==> src/rtl/n4_serial_tx_ctrl_pkg.sv <==
// Shared constants for the nibble serializer: FSM states, frame levels
// and shift-register op codes.
package n4_serial_tx_ctrl_pkg;

   localparam logic [1:0] ST_IDLE  = 2'd0;
   localparam logic [1:0] ST_START = 2'd1;
   localparam logic [1:0] ST_DATA  = 2'd2;
   localparam logic [1:0] ST_STOP  = 2'd3;

   localparam logic START_LEVEL = 1'b0;
   localparam logic STOP_LEVEL  = 1'b1;
   localparam int   DATA_BITS   = 4;

   localparam logic [1:0] OP_HOLD  = 2'd0;
   localparam logic [1:0] OP_LOAD  = 2'd1;
   localparam logic [1:0] OP_SHIFT = 2'd2;

endpackage

==> src/rtl/n4_shift_datapath.sv <==
// 4-bit left-shift register with hold/load/shift select and sync clear.
// Only the MSB leaves the block; it is the bit currently on the line.
module n4_shift_datapath
   import n4_serial_tx_ctrl_pkg::*;
(
   input  logic       clock,
   input  logic       clear,
   input  logic [1:0] op,
   input  logic [3:0] din,
   output logic       msb
);

   logic [3:0] q;

   always_ff @(posedge clock) begin
      if (clear) begin
         q <= 4'd0;
      end else begin
         case (op)
            OP_LOAD:  q <= din;
            OP_SHIFT: q <= {q[2:0], 1'b0};
            default:  q <= q;
         endcase
      end
   end

   assign msb = q[3];

endmodule

==> src/rtl/n4_serial_tx_ctrl.sv <==
// Frame sequencer: start(0), 4 data bits MSB first, stop(1), each bit
// held BIT_CYCLES clocks; accepts nibbles over valid/ready in IDLE only.
module n4_serial_tx_ctrl
   import n4_serial_tx_ctrl_pkg::*;
#(
   parameter int BIT_CYCLES = 2
) (
   input  logic       clock,
   input  logic       reset,
   input  logic [3:0] x3_x0,
   input  logic       in_valid,
   output logic       in_ready,
   output logic       txd,
   output logic       busy,
   output logic       done
);

   localparam int TW = (BIT_CYCLES > 1) ? $clog2(BIT_CYCLES) : 1;
   localparam logic [TW-1:0] TICK_LAST = TW'(BIT_CYCLES - 1);
   localparam logic [1:0]    BIT_LAST  = 2'(DATA_BITS - 1);

   logic [1:0]    state;
   logic [TW-1:0] tick;
   logic [1:0]    bit_cnt;
   logic          done_r;
   logic          tick_end;
   logic          accept;
   logic [1:0]    op;
   logic          msb;
   logic          line;

   assign tick_end = (tick == TICK_LAST);
   assign in_ready = (state == ST_IDLE);
   assign accept   = in_ready && in_valid;

   always_comb begin
      op = OP_HOLD;
      if (accept) begin
         op = OP_LOAD;
      end else if (state == ST_DATA && tick_end) begin
         op = OP_SHIFT;
      end
   end

   always_comb begin
      line = STOP_LEVEL;
      case (state)
         ST_START: line = START_LEVEL;
         ST_DATA:  line = msb;
         default:  line = STOP_LEVEL;
      endcase
   end

   n4_shift_datapath u_dp (
      .clock (clock),
      .clear (reset),
      .op    (op),
      .din   (x3_x0),
      .msb   (msb)
   );

   always_ff @(posedge clock) begin
      if (reset) begin
         state   <= ST_IDLE;
         tick    <= '0;
         bit_cnt <= 2'd0;
         done_r  <= 1'b0;
      end else begin
         done_r <= 1'b0;
         case (state)
            ST_IDLE: begin
               if (in_valid) begin
                  state   <= ST_START;
                  tick    <= '0;
                  bit_cnt <= 2'd0;
               end
            end
            ST_START: begin
               if (tick_end) begin
                  state   <= ST_DATA;
                  tick    <= '0;
                  bit_cnt <= 2'd0;
               end else begin
                  tick <= tick + TW'(1);
               end
            end
            ST_DATA: begin
               if (tick_end) begin
                  tick <= '0;
                  if (bit_cnt == BIT_LAST) begin
                     state <= ST_STOP;
                  end else begin
                     bit_cnt <= bit_cnt + 2'd1;
                  end
               end else begin
                  tick <= tick + TW'(1);
               end
            end
            ST_STOP: begin
               if (tick_end) begin
                  state  <= ST_IDLE;
                  tick   <= '0;
                  done_r <= 1'b1;
               end else begin
                  tick <= tick + TW'(1);
               end
            end
            default: begin
               state   <= ST_IDLE;
               tick    <= '0;
               bit_cnt <= 2'd0;
            end
         endcase
      end
   end

   assign txd  = line;
   assign busy = (state != ST_IDLE);
   assign done = done_r;

endmodule

==> config.mk <==
export PLATFORM = sky130hd
export DESIGN_NAME = n4_serial_tx_ctrl
export DESIGN_NICKNAME = d
export VERILOG_FILES = /design/src/rtl/n4_serial_tx_ctrl_pkg.sv /design/src/rtl/n4_shift_datapath.sv /design/src/rtl/n4_serial_tx_ctrl.sv
export SDC_FILE = /design/constraint.sdc
export NUM_CORES = 1
export LEC_CHECK = 0
export CORE_AREA = 2 2 42 44
export DETAILED_ROUTE_END_ITERATION = 10
export DIE_AREA = 0 0 44 46
export GPL_ROUTABILITY_DRIVEN = 0
export PLACE_DENSITY = 0.62
export SLEW_MARGIN = 20
export SYNTH_ARGS = -nofsm -noshare
export SYNTH_HDL_FRONTEND = slang
export SYNTH_SLANG_ARGS = --single-unit
==> constraint.sdc <==
create_clock -name clock -period 2.1 [get_ports clock]
set_input_delay 0.42 -clock clock [delete_from_list [all_inputs] [get_ports clock]]
set_output_delay 0.42 -clock clock [all_outputs]
set_load 0.02 [all_outputs]
==> metrics <==
critical path data arrival time=1.47 ns; site row count=15; Max Fanout on Critical Path=5; clock transition time at the flip-flop clock pins of the worst setup and hold paths=0.07 ns; final setup violating endpoints=0; number of search-and-repair iterations in the first detailed-routing pass=4; via count=502; power density cells=1420 nW/um^2; data required time of the worst path=1.68 ns; Slew headroom=69.2%; sequential element share of the synthesized area=33.1%; worst stage delay on the critical path=0.40 ns; element type at the critical path end=output pin; capture endpoint of the worst hold path=bit_cnt[1]; status=finished clean; Fin Clk Skew=0.000364 ns; CTS Root Cell=sky130_fd_sc_hd__clkbuf_4; shortest period the worst path allows=1.89 ns; flops & latches, synth=10; post-cts hold buffer count=0; global route total overflow=0; setup tns final=0 ns; CP cell instances=inv_1, ha_1, mux2i_1, dlygate4sd2_1; commonest non-fill, non-tap cell in the layout=sky130_fd_sc_hd__dfxtp_1; number of nets with antenna violations after routing=0; detailed-route vias per instance=5.23; total non-filler cell area in the finished layout=752 um^2; unrepaired setup endpoints after global routing=no; Cell variety after synth=23; violation count after the first detailed-route iteration=2; start point of the worst hold path=bit_cnt[1]; Peak Freq=530 MHz; Final Hold Vio Count=0; number of nets at the end of the flow=94; CTS resizes=3; final max-slew violation count=0; number of buffers inserted by post-CTS setup repair=0; clock insertion delay at the later pin of the skew report=0.26 ns; DP Area=719 um^2; worst setup slack for register-to-register paths=0.37 ns; leading cell types in the layout, fill and taps excluded=sky130_fd_sc_hd__dfxtp_1 (10), sky130_fd_sc_hd__nand2_1 (8), sky130_fd_sc_hd__ha_1 (7), sky130_fd_sc_hd__clkdlybuf4s50_1 (7), sky130_fd_sc_hd__nor2_1 (6); buffers from clock root to sink, at most=2; share of final-layout standard cells stronger than drive strength 1=13.9%; number of diodes=0; number of clock sinks seen by CTS=10; die height=46 um; Final period util=89.9%; vias in the first global route=479; Inserted Clock Buffers=3; mean instance size in the synthesized netlist=9.18 um^2; die area=2020 um^2; endpoint of the most critical register-to-register path=bit_cnt[1]; R2R Path Start=state[1]; element type at the critical path start=flop; number of cells traversed by the worst register-to-register path=5; GRT Total Usage=13.5%; leakage=0.298 nW; slowest library cell on the worst path=sky130_fd_sc_hd__dfxtp_1; io pins=11; Gate Count Post-Synth=66; die span in x=44 um; Worst Max-Slew Pin Slew=0.460 ns; largest voltage drop on the vdd net=0.000644 V; Hold Path Stages=2; warning count from the yosys run=0; MaxCap Viol Count=0; class of the most critical setup path=flop to output pin; HPWL after DPL=896 um; Port-buffer cells=10; drc violations=0; Std-Cell Core Area=1610 um^2; routed wire length=1140 um; area added between synthesis and finish=24.2%; cell area after synthesis=606 um^2; antenna violations before repair=0; number of levels in the clock H-tree=1; post-synth net total=80; routed length per instance=11.9 um; initial cell density of the core=37.5%; clock tree from TritonCTS=yes; wire length of the first global-routing pass=1960 um; classification of the worst-slack hold path=flop to flop; pin count of the biggest net entering global routing=14
## metal layers
layer  vias to the layer above  global-route usage, %  part of all wire (%)
met3                         0                   9.52                   8.6
met2                        12                   22.6                    48
met1                       233                   14.9                    43
li1                        257                      -                     -
met4                         0                      0                     0
met5                         -                      0                     0
## synth_stat cells, drive strengths merged
master    n  area (um^2)
nor2      6         22.5
dfxtp    10          200
nand3     5         25.0
ha        7         87.6
or3       1         7.51
a211oi    1         12.5
nand2     8         30.0
nor4      1         12.5
nand3b    1         7.51
inv       4         15.0
mux2i     3         30.0
o32ai     1         8.76
nand2b    4         25.0
clkbuf    1         3.75
a2111oi   1         15.0
o21ba     1         16.3
buf       1         11.3
a311oi    3         26.3
and2b     1         10.0
nor3      1         5.00
o41a      1         11.3
nor2b     2         12.5
a21oi     2         10.0
## kinds of logic after synthesis
logic type               Yosys count  share of synthesized area [%]
AO/OA/AOI/OAI                     10                           16.5
adder cells (fa/ha/maj)            7                           14.5
AND/OR/NAND/NOR                   30                           26.0
multiplexers                       3                           4.96
buffers and inverters              6                           4.96
flip-flops                        10                           33.1
## how the worst max path moves through the flow
stage	start	end	slack (ns)	cells past startpoint
floorplan	state[1]	bit_cnt[1]	0.44	5
detailed placement	state[1]	txd	0.21	4
CTS	state[1]	txd	0.18	4
global route	state[0]	txd	0.07	4
finish	state[1]	txd	0.21	4
global placement	state[0]	txd	0.24	4
## state kept, by name, indices dropped and copies added (netlist names)
name,cells
state,2
tick,1
done,1
bit_cnt,2
u_dp.q,4
## area by class of cell
class | instances | area, um^2
fillers | 163 | 862
multi-input cells | 50 | 375
flip-flops and latches | 10 | 200
repair buffers | 11 | 104
clock buffers | 4 | 36.3
well taps | 17 | 21.3
inverters | 4 | 15.0
## stage by stage
stage	total power [W]	util, %	setup WS [ns]	std cells	hold WS (ns)
final	0.00107	46.6	0.213	96	0.480
after global routing	0.00116	46.6	0.0722	96	0.506
after CTS	0.00108	46.6	0.182	96	0.485
after detailed placement	0.000934	44.6	0.206	92	0.476
after global placement	0.000935	44.6	0.244	92	0.463
after floorplan	0.000763	-	0.445	66	0.448
## report_power, final
group | total [W] | switching, W | internal [W]
sequential | 0.000289 | 0.0000484 | 0.000241
combinational | 0.000606 | 0.000326 | 0.000280
clock | 0.000174 | 0.0000685 | 0.000105
total | 0.00107 | 0.000443 | 0.000626
## critical path, delay by kind of cell, from the launching register on
kind / cells / cell delay, ns
DFF: 1 / 0.40
adders and majority gates: 1 / 0.23
buffers and inverters: 2 / 0.44
muxes: 1 / 0.12
Note: power is estimated with default switching activity, not from simulation.
